**src/rtl/computation_pkg.sv**
```systemverilog
// ============================================================================
// Module      : computation_pkg
// Description : Types and constants shared by the computation datapath:
//               the price receiver FSM state encoding, the default frame
//               sync marker, and the price word width that is also used by
//               computation_controller.
// Revision    : 1.0 - initial release
// ============================================================================
`default_nettype none

package computation_pkg;

    localparam int        PRICE_W           = 32;
    localparam logic [7:0] DEFAULT_SYNC_BYTE = 8'hA5;

    // Receiver FSM states. ST_CHK is only reachable when the checksum
    // option is built in.
    typedef enum logic [3:0] {
        ST_IDLE = 4'd0,
        ST_B3   = 4'd1,
        ST_B2   = 4'd2,
        ST_B1   = 4'd3,
        ST_B0   = 4'd4,
        ST_CHK  = 4'd5,
        ST_EMIT = 4'd6
    } rx_state_t;

endpackage

`default_nettype wire

```
**src/rtl/rx_timeout_counter.sv**
```systemverilog
// ============================================================================
// Module      : rx_timeout_counter
// Description : Idle-cycle counter for the price receiver. Counts cycles
//               with count_en high, returns to zero on clear (clear wins).
//               expired is high while the current cycle is the
//               TIMEOUT_CYCLES-th consecutive counted cycle, so the owner
//               can abort in that same cycle if no byte shows up.
// Ports       : clk, n_rst (async, active-low), clear, count_en -> expired
// Revision    : 1.0 - initial release
// ============================================================================
`default_nettype none

module rx_timeout_counter #(
    parameter int TIMEOUT_CYCLES = 1000
) (
    input  logic clk,
    input  logic n_rst,
    input  logic clear,
    input  logic count_en,
    output logic expired
);

    localparam int CNT_W = $clog2(TIMEOUT_CYCLES + 1);

    logic [CNT_W-1:0] count;

    // The counter holds the number of idle cycles already completed, so
    // the current cycle is the last allowed one when it reads TIMEOUT-1.
    assign expired = (count == CNT_W'(TIMEOUT_CYCLES - 1));

    always_ff @(posedge clk or negedge n_rst) begin
        if (!n_rst) begin
            count <= '0;
        end else if (clear) begin
            count <= '0;
        end else if (count_en && !expired) begin
            count <= count + CNT_W'(1);
        end
    end

endmodule

`default_nettype wire

```
**src/rtl/price_receiver.sv**
```systemverilog
// ============================================================================
// Module      : price_receiver
// Description : Assembles framed byte-stream stock prices (sync byte followed
//               by four big-endian price bytes) into a 32-bit word.
//               Incomplete or stalled frames are dropped and flagged.
// Options     : PRICE_RX_CHECKSUM_EN - frame carries a fifth byte, the XOR of
//               the four price bytes; a mismatch drops the frame.
// Ports       : clk, n_rst (async, active-low)
//               rx_byte[7:0], rx_valid          - input byte stream
//               stock_price[31:0]               - last good price (held)
//               data_ready                      - 1-cycle new-price pulse
//               frame_error                     - 1-cycle abort pulse
//               busy                            - frame in progress
// Revision    : 1.0 - initial release
// ============================================================================
`default_nettype none

module price_receiver
    import computation_pkg::*;
#(
    parameter logic [7:0] SYNC_BYTE      = DEFAULT_SYNC_BYTE,
    parameter int         TIMEOUT_CYCLES = 1000
) (
    input  logic               clk,
    input  logic               n_rst,
    input  logic [7:0]         rx_byte,
    input  logic               rx_valid,
    output logic [PRICE_W-1:0] stock_price,
    output logic               data_ready,
    output logic               frame_error,
    output logic               busy
);

    rx_state_t state;

`ifdef PRICE_RX_CHECKSUM_EN
    logic [PRICE_W-1:0] shadow;
    logic [7:0]         csum;
`else
    // The low byte goes straight into stock_price, so it is never stored.
    logic [PRICE_W-1:8] shadow;
`endif

    logic in_frame;
    logic cnt_en;
    logic cnt_clear;
    logic expired;
    logic timeout_abort;

    // Only the byte-collecting states are subject to the idle timeout.
    assign in_frame      = (state != ST_IDLE) && (state != ST_EMIT);
    assign cnt_en        = in_frame && !rx_valid;
    assign cnt_clear     = !in_frame || rx_valid;
    // A byte arriving on the expiry cycle is accepted, hence !rx_valid.
    assign timeout_abort = cnt_en && expired;

    rx_timeout_counter #(
        .TIMEOUT_CYCLES (TIMEOUT_CYCLES)
    ) u_timeout (
        .clk      (clk),
        .n_rst    (n_rst),
        .clear    (cnt_clear),
        .count_en (cnt_en),
        .expired  (expired)
    );

    always_ff @(posedge clk or negedge n_rst) begin
        if (!n_rst) begin
            state       <= ST_IDLE;
            shadow      <= '0;
            stock_price <= '0;
            data_ready  <= 1'b0;
            frame_error <= 1'b0;
            busy        <= 1'b0;
`ifdef PRICE_RX_CHECKSUM_EN
            csum        <= '0;
`endif
        end else begin
            data_ready  <= 1'b0;
            frame_error <= 1'b0;

            if (timeout_abort) begin
                state       <= ST_IDLE;
                frame_error <= 1'b1;
                busy        <= 1'b0;
            end else begin
                case (state)
                    // EMIT treats its byte like IDLE so frames can abut.
                    ST_IDLE, ST_EMIT: begin
                        if (rx_valid && (rx_byte == SYNC_BYTE)) begin
                            state <= ST_B3;
                            busy  <= 1'b1;
`ifdef PRICE_RX_CHECKSUM_EN
                            csum  <= '0;
`endif
                        end else begin
                            state <= ST_IDLE;
                            busy  <= 1'b0;
                        end
                    end

                    ST_B3: if (rx_valid) begin
                        shadow[31:24] <= rx_byte;
                        state         <= ST_B2;
`ifdef PRICE_RX_CHECKSUM_EN
                        csum          <= csum ^ rx_byte;
`endif
                    end

                    ST_B2: if (rx_valid) begin
                        shadow[23:16] <= rx_byte;
                        state         <= ST_B1;
`ifdef PRICE_RX_CHECKSUM_EN
                        csum          <= csum ^ rx_byte;
`endif
                    end

                    ST_B1: if (rx_valid) begin
                        shadow[15:8] <= rx_byte;
                        state        <= ST_B0;
`ifdef PRICE_RX_CHECKSUM_EN
                        csum         <= csum ^ rx_byte;
`endif
                    end

                    ST_B0: if (rx_valid) begin
`ifdef PRICE_RX_CHECKSUM_EN
                        shadow[7:0] <= rx_byte;
                        csum        <= csum ^ rx_byte;
                        state       <= ST_CHK;
`else
                        stock_price <= {shadow[31:8], rx_byte};
                        data_ready  <= 1'b1;
                        state       <= ST_EMIT;
`endif
                    end

`ifdef PRICE_RX_CHECKSUM_EN
                    ST_CHK: if (rx_valid) begin
                        if (rx_byte == csum) begin
                            stock_price <= shadow;
                            data_ready  <= 1'b1;
                            state       <= ST_EMIT;
                        end else begin
                            frame_error <= 1'b1;
                            state       <= ST_IDLE;
                            busy        <= 1'b0;
                        end
                    end
`endif

                    default: begin
                        state <= ST_IDLE;
                        busy  <= 1'b0;
                    end
                endcase
            end
        end
    end

endmodule

`default_nettype wire

```
**config.mk**
```make
export PLATFORM = sky130hd
export DESIGN_NAME = price_receiver
export DESIGN_NICKNAME = d
export VERILOG_FILES = /design/src/rtl/computation_pkg.sv /design/src/rtl/rx_timeout_counter.sv /design/src/rtl/price_receiver.sv
export SDC_FILE = /design/constraint.sdc
export NUM_CORES = 1
export LEC_CHECK = 0
export ABC_AREA = 1
export BUFFER_PORTS_ARGS = -buffer_cell sky130_fd_sc_hd__buf_2
export CAP_MARGIN = 20
export CORE_UTILIZATION = 45
export CTS_CLUSTER_SIZE = 24
export DETAILED_ROUTE_END_ITERATION = 12
export GPL_TIMING_DRIVEN = 0
export HOLD_SLACK_MARGIN = 0.08
export PLACE_DENSITY = 0.76
export SLEW_MARGIN = 20
export SYNTH_ARGS = -nofsm -noshare
export SYNTH_HDL_FRONTEND = slang
export SYNTH_SLANG_ARGS = --single-unit
```
**constraint.sdc**
```tcl
create_clock -name clk -period 1.3 [get_ports clk]
set_input_delay 0.195 -clock clk [delete_from_list [all_inputs] [get_ports clk]]
set_output_delay 0.195 -clock clk [all_outputs]
set_load 0.02 [all_outputs]
```
==> results of run 1 <==
[cells in the mapped netlist]
master	instances
nand2_1	129
dfrtp_1	72
o21ai_0	28
inv_1	18
nor2_1	12
nand3_1	11
buf_2	9
nand4_1	8
a21oi_1	5
o21ai_2	5
inv_2	4
xor2_1	4
nand2_2	3
nor2_4	3
o21ai_1	3
nand3b_1	2
nor3_1	2
and3_1	1
buf_4	1
ha_1	1
nand3_2	1
nor2_2	1
o21a_1	1
o31ai_1	1
[per-stage QoR]
step / area, um^2 / utilization [%]
2_1_floorplan: 2960 / -
3_3_place_gp: 3280 / 51.7
3_5_place_dp: 3300 / 52.0
4_1_cts: 3610 / 56.9
5_1_grt: 3770 / 59.4
6_report: 3770 / 59.4
[area by class of cell]
cell class | instances | area, um^2
Sequential cell | 72 | 1810
Fill cell | 544 | 2580
Clock inverter | 6 | 45.0
Buffer | 9 | 75.1
Inverter | 22 | 87.6
Tap cell | 77 | 96.3
Clock buffer | 10 | 138
Timing Repair Buffer | 68 | 419
Multi-Input combinational cell | 221 | 1100
[worst max-delay path, delay by kind of cell (launching register included)]
| family | cells | cell delay, ns |
|---|---|---|
| simple gates | 5 | 0.44 |
| buf+inv | 2 | 0.25 |
| compound gates | 1 | 0.10 |
| flops | 1 | 0.46 |
[flip-flops by register name, indices dropped and copies added, names as in the netlist]
register	cells
stock_price	32
u_timeout.count	10
frame_error	1
shadow	24
data_ready	1
state	3
busy	1
[routing by layer]
layer  global-route usage (%)  part of all wire, %  wire length [um]
met1                     29.1                   45              3070
met2                     30.9                   49              3330
met3                     6.16                  4.8               329
met4                     8.15                  1.7               116
met5                        0                    0                 0
[power groups by stage]
| stage | clock (uW) | sequential, uW | combinational (uW) |
|---|---|---|---|
| floorplan | 0 | 4100 | 1340 |
| global placement | 0 | 3570 | 2660 |
| detailed placement | 0 | 3590 | 2750 |
| CTS | 1650 | 3590 | 2890 |
| global route | 1740 | 3730 | 3380 |
| finish | 1610 | 3610 | 3020 |
[repair_timing]
action | in CTS | in global routing
setup buffers | 10 | 11
endpoints found under the setup margin | 66 | 45
hold buffers | 1 | 0
pin swaps | 5 | 10
resized for setup | 18 | 23
endpoints found under the hold margin | 32 | 0
[how the worst min path moves through the flow]
| stage | startpoint | to | slack [ns] | cells after the start |
|---|---|---|---|---|
| after floorplan | n_rst | busy | -0.10 | 0 |
| after global placement | stock_price[24] | stock_price[24] | 0.45 | 2 |
| after detailed placement | n_rst | stock_price[28] | 0.17 | 1 |
| after CTS | rx_byte[7] | stock_price[7] | 0.18 | 3 |
| after global routing | rx_byte[7] | stock_price[7] | 0.21 | 3 |
| final | rx_byte[7] | stock_price[7] | 0.18 | 3 |
[logic make-up after synthesis]
logic type      synth area share (%)
compound gates                  8.08
xor+xnor                        1.18
fa+ha+maj                      0.423
buf+inv                         4.57
flops                           60.9
simple gates                    24.8
==> out/results.tsv, run 1 <==
metric	value	unit
status	finished with violations	
failing checks	negative setup slack	
Worst Tran Pin Value	0.430	ns
r2r endpoint	busy	
DRT Pass-1 Iters	4	
fmax	743	MHz
Avg Cell Area, Syn	9.10	um^2
Final period util	104	%
crit path max fanout	5	
Seq/Total Area, Yosys	60.9	%
Cell Pwr Density	2180	nW/um^2
die area	6900	um^2
CTS Buf Count	9	
Post-Syn Instances	325	
Sequential Power Share	43.8	%
crit-path cells	buf_4, nand3_1, nand2_2, inv_1, nand2_2, nand2_2, nand2_1, o21a_1	
core area	6350	um^2
setup TNS	-0.392	ns
total grt overflow	0	
number of global-route vias before repair	2398	
Crit-path slowest cell	dfrtp_2	
drt first-iter violations	178	
later-pin clock latency in the skew report	0.35	ns
post-route minimum period	1.35	ns
share of the synthesized area in the top cell type	60.9	%
crit-path max cell delay	0.46	ns
pre-CTS WS	-0.169	ns
Comb pwr share	36.7	%
Fin. Hold Viols	0	
routed wire length	6840	um
Startpoint Class	register	
number of port buffers	45	
mapped cell area	2960	um^2
Lkg Pwr	0.00202	uW
share of layout cells above drive strength 1	32.1	%
Final Max Tran Viols	0	
Reg2Reg Depth	8	
most frequent cells in the layout	nand2_1 (121), dfrtp_1 (69), buf_2 (47), o21ai_0 (26), buf_4 (23)	
DP HPWL	4240	um
most common cell after layout, fill and taps aside	nand2_1	
first-pass GRT wire length	11200	um
Worst-path clk slew	0.08	ns
crit path from	state[0]	
largest net degree at the start of global routing	41	
fin nets	415	
overall power	8240	uW
Clock power frac	19.5	%
initial antenna violation count	0	
Remaining DRCs	0	
root buf cell	clkbuf_8	
VDD IR max	1700	uV
CP arrival	1.59	ns
CTS tree	built	
Worst slew margin	71.3	%
Syn-to-layout area delta	27.5	%
clk sink count	72	
worst clock skew	0.00607	ns
worst setup margin	-0.0463	ns
Die Y-Extent	83.1	um
Starting Density	46.6	%
Die Width	83.1	um
Longest Clk Path Bufs	2	
Worst Hold Class	input pin to register	
Avg WL per Cell	14.1	um
total number of vias	2509	
final std cells w/o fill	485	
FF+latch count, synth	72	
sw power	3240	uW
worst hold slack	0.182	ns
CP endpoint kind	register	
CTS H-tree depth	3	
RSZ-0062 raised after global routing	yes	
DP Cell Count	448	
switching fraction of total power	39.4	%
Req. time, crit path	1.54	ns
Antenna Nets Post-Route	0	
Setup CP Type	register to register	
Int Pwr	4990	uW
# Max-Cap Violations	0	
Mapped Nets	337	
total I/O pin count	46	
area leader, netlist	dfrtp_1	
R2R setup slack	-0.05	ns
Placer Congestion	0.881	
Via density	5.17	
Synth area leaders	dfrtp_1 (61%), nand2_1 (16%), o21ai_0 (4.7%)	
endpoints failing setup	24	
reg2reg start	state[0]	
end point of the critical path	busy	
Synth cell types	24	
ant diodes	0	
Syn. warnings	0	
Top cell by count, worst path	nand2_2	
GRT Overall Usage	20.9	%
num rows	29	
No activity file was read; power rests on OpenSTA's default activity.
==> run 2: changes to the inputs <==
==> constraint.sdc (replaced) <==
create_clock -name clk -period 1.3 [get_ports clk]
set_input_delay 0.195 -clock clk [delete_from_list [all_inputs] [get_ports clk]]
set_output_delay 0.195 -clock clk [all_outputs]
set_load 0.1 [all_outputs]
==> run 2 against run 1 <==
Effect of this change: the flow still finishes with violations (negative setup slack); utilization grew 1.5 points; via count grew 0.44%; global-route usage is 0.22 points higher; register-to-register slack better by 0.02 ns; hold slack better by 0.0039 ns; sequential share of layout area down 1.2 points; setup slack better by 0.018 ns; largest cell class unchanged.
==> out/results.tsv, run 2 (synthesis gave the netlist of run 1 again) <==
metric	value	unit
status	finished with violations	
failing checks	negative setup slack	
Setup CP Type	register to register	
Via density	5.19	
DP HPWL	4240	um
Design Area, Final	3860	um^2
Reg2Reg Depth	8	
R2R setup slack	-0.03	ns
Worst-path clk slew	0.08	ns
crit path max fanout	5	
fin nets	416	
Worst slew margin	71.5	%
most common cell after layout, fill and taps aside	nand2_1	
setup TNS	-0.221	ns
root buf cell	clkbuf_8	
total number of vias	2520	
Startpoint Class	register	
Die Width	83.1	um
Largest regs	stock_price x32, shadow x24, u_timeout.count x10	
most frequent cells in the layout	nand2_1 (121), dfrtp_1 (69), buf_4 (58), o21ai_0 (27), inv_1 (15)	
CTS H-tree depth	3	
Die Y-Extent	83.1	um
Area after DPL	3300	um^2
max reg flops	32	
pre-CTS WS	-0.169	ns
RSZ-0062 raised after global routing	yes	
CP endpoint kind	register	
# fillers	528	
routed wire length	6980	um
Syn-to-layout area delta	30.7	%
# Max-Cap Violations	0	
total grt overflow	0	
GRT Overall Usage	21.1	%
Fin. Hold Viols	0	
largest net degree at the start of global routing	41	
CTS Buf Count	9	
first-pass GRT wire length	11400	um
CP arrival	1.57	ns
Reg with most FFs	stock_price	
drt first-iter violations	224	
number of global-route vias before repair	2385	
hold path depth	3	
Longest Clk Path Bufs	2	
clk sink count	72	
Antenna Nets Post-Route	0	
Worst Hold Class	input pin to register	
Worst Tran Pin Value	0.427	ns
later-pin clock latency in the skew report	0.35	ns
ant diodes	0	
worst clock skew	0.00609	ns
die area	6900	um^2
number of port buffers	45	
fmax	753	MHz
Placer Congestion	0.881	
Remaining DRCs	0	
endpoints failing setup	19	
fin util	60.9	%
Starting Density	46.6	%
Avg WL per Cell	14.4	um
worst setup margin	-0.0282	ns
total I/O pin count	46	
share of layout cells above drive strength 1	32.3	%
initial antenna violation count	0	
Req. time, crit path	1.54	ns
core area	6350	um^2
CTS tree	built	
Final period util	102	%
post-route minimum period	1.33	ns
Final Max Tran Viols	0	
num rows	29	
DRT Pass-1 Iters	4	
run 2: cell count changes in the layout (fill, tap and decap cells not counted), sizes merged:
cell,previous run,this run
clkbuf,10,11
run 2: per-stage QoR:
stage               hold slack (ns)  instances
finish                        0.186        486
global route                  0.206        486
CTS                           0.176        474
detailed placement            0.168        448
global placement              0.450        447
floorplan                    -0.101        325
run 2: layout make-up:
class | count | area, um^2 | share of cell area [%]
repair buffers | 69 | 514 | 13.3
plain buffers | 9 | 75.1 | 1.94
flip-flops and latches | 72 | 1810 | 46.7
clock buffers | 10 | 138 | 3.56
multi-input cells | 221 | 1100 | 28.6
clock inverters | 6 | 45.0 | 1.17
inverters | 22 | 87.6 | 2.27
well taps | 77 | 96.3 | 2.49
run 2: final timing paths:
path                                    to             from
max                                   busy         state[0]
min                         stock_price[7]       rx_byte[7]
max reg2reg                           busy         state[0]
min reg2reg                stock_price[31]  stock_price[31]
max in group asynchronous  stock_price[11]            n_rst
min in group asynchronous  stock_price[28]            n_rst
run 2: timing repair:
action | CTS | global route
pin swaps | 5 | 12
hold buffers | 1 | 0
gates resized for setup | 52 | 23
endpoints found under the setup margin | 100 | 46
buffers inserted | 10 | 12
hold endpoints to repair | 32 | 0
run 2: layer usage:
layer	vias to the layer above	track usage, %	share of wire, %
met5	-	0	0
met4	0	7.21	1.6
met3	14	6.26	5.7
met2	91	31.8	49
met1	1217	29.3	44
li1	1198	-	-
run 2: worst max-delay path, cell delays in order, from the launching register on:
cell and delay [ns]:
dfrtp_2 0.46, buf_4 0.16, nand3_1 0.11, nand2_2 0.07
inv_1 0.08, nand2_2 0.09, nand2_2 0.09, nand2_1 0.06
o21a_1 0.10
Power of run 2 is left out: the tool's default activity adds up to more than one toggle a clock period on the data nets, which glitch-free logic cannot reach.
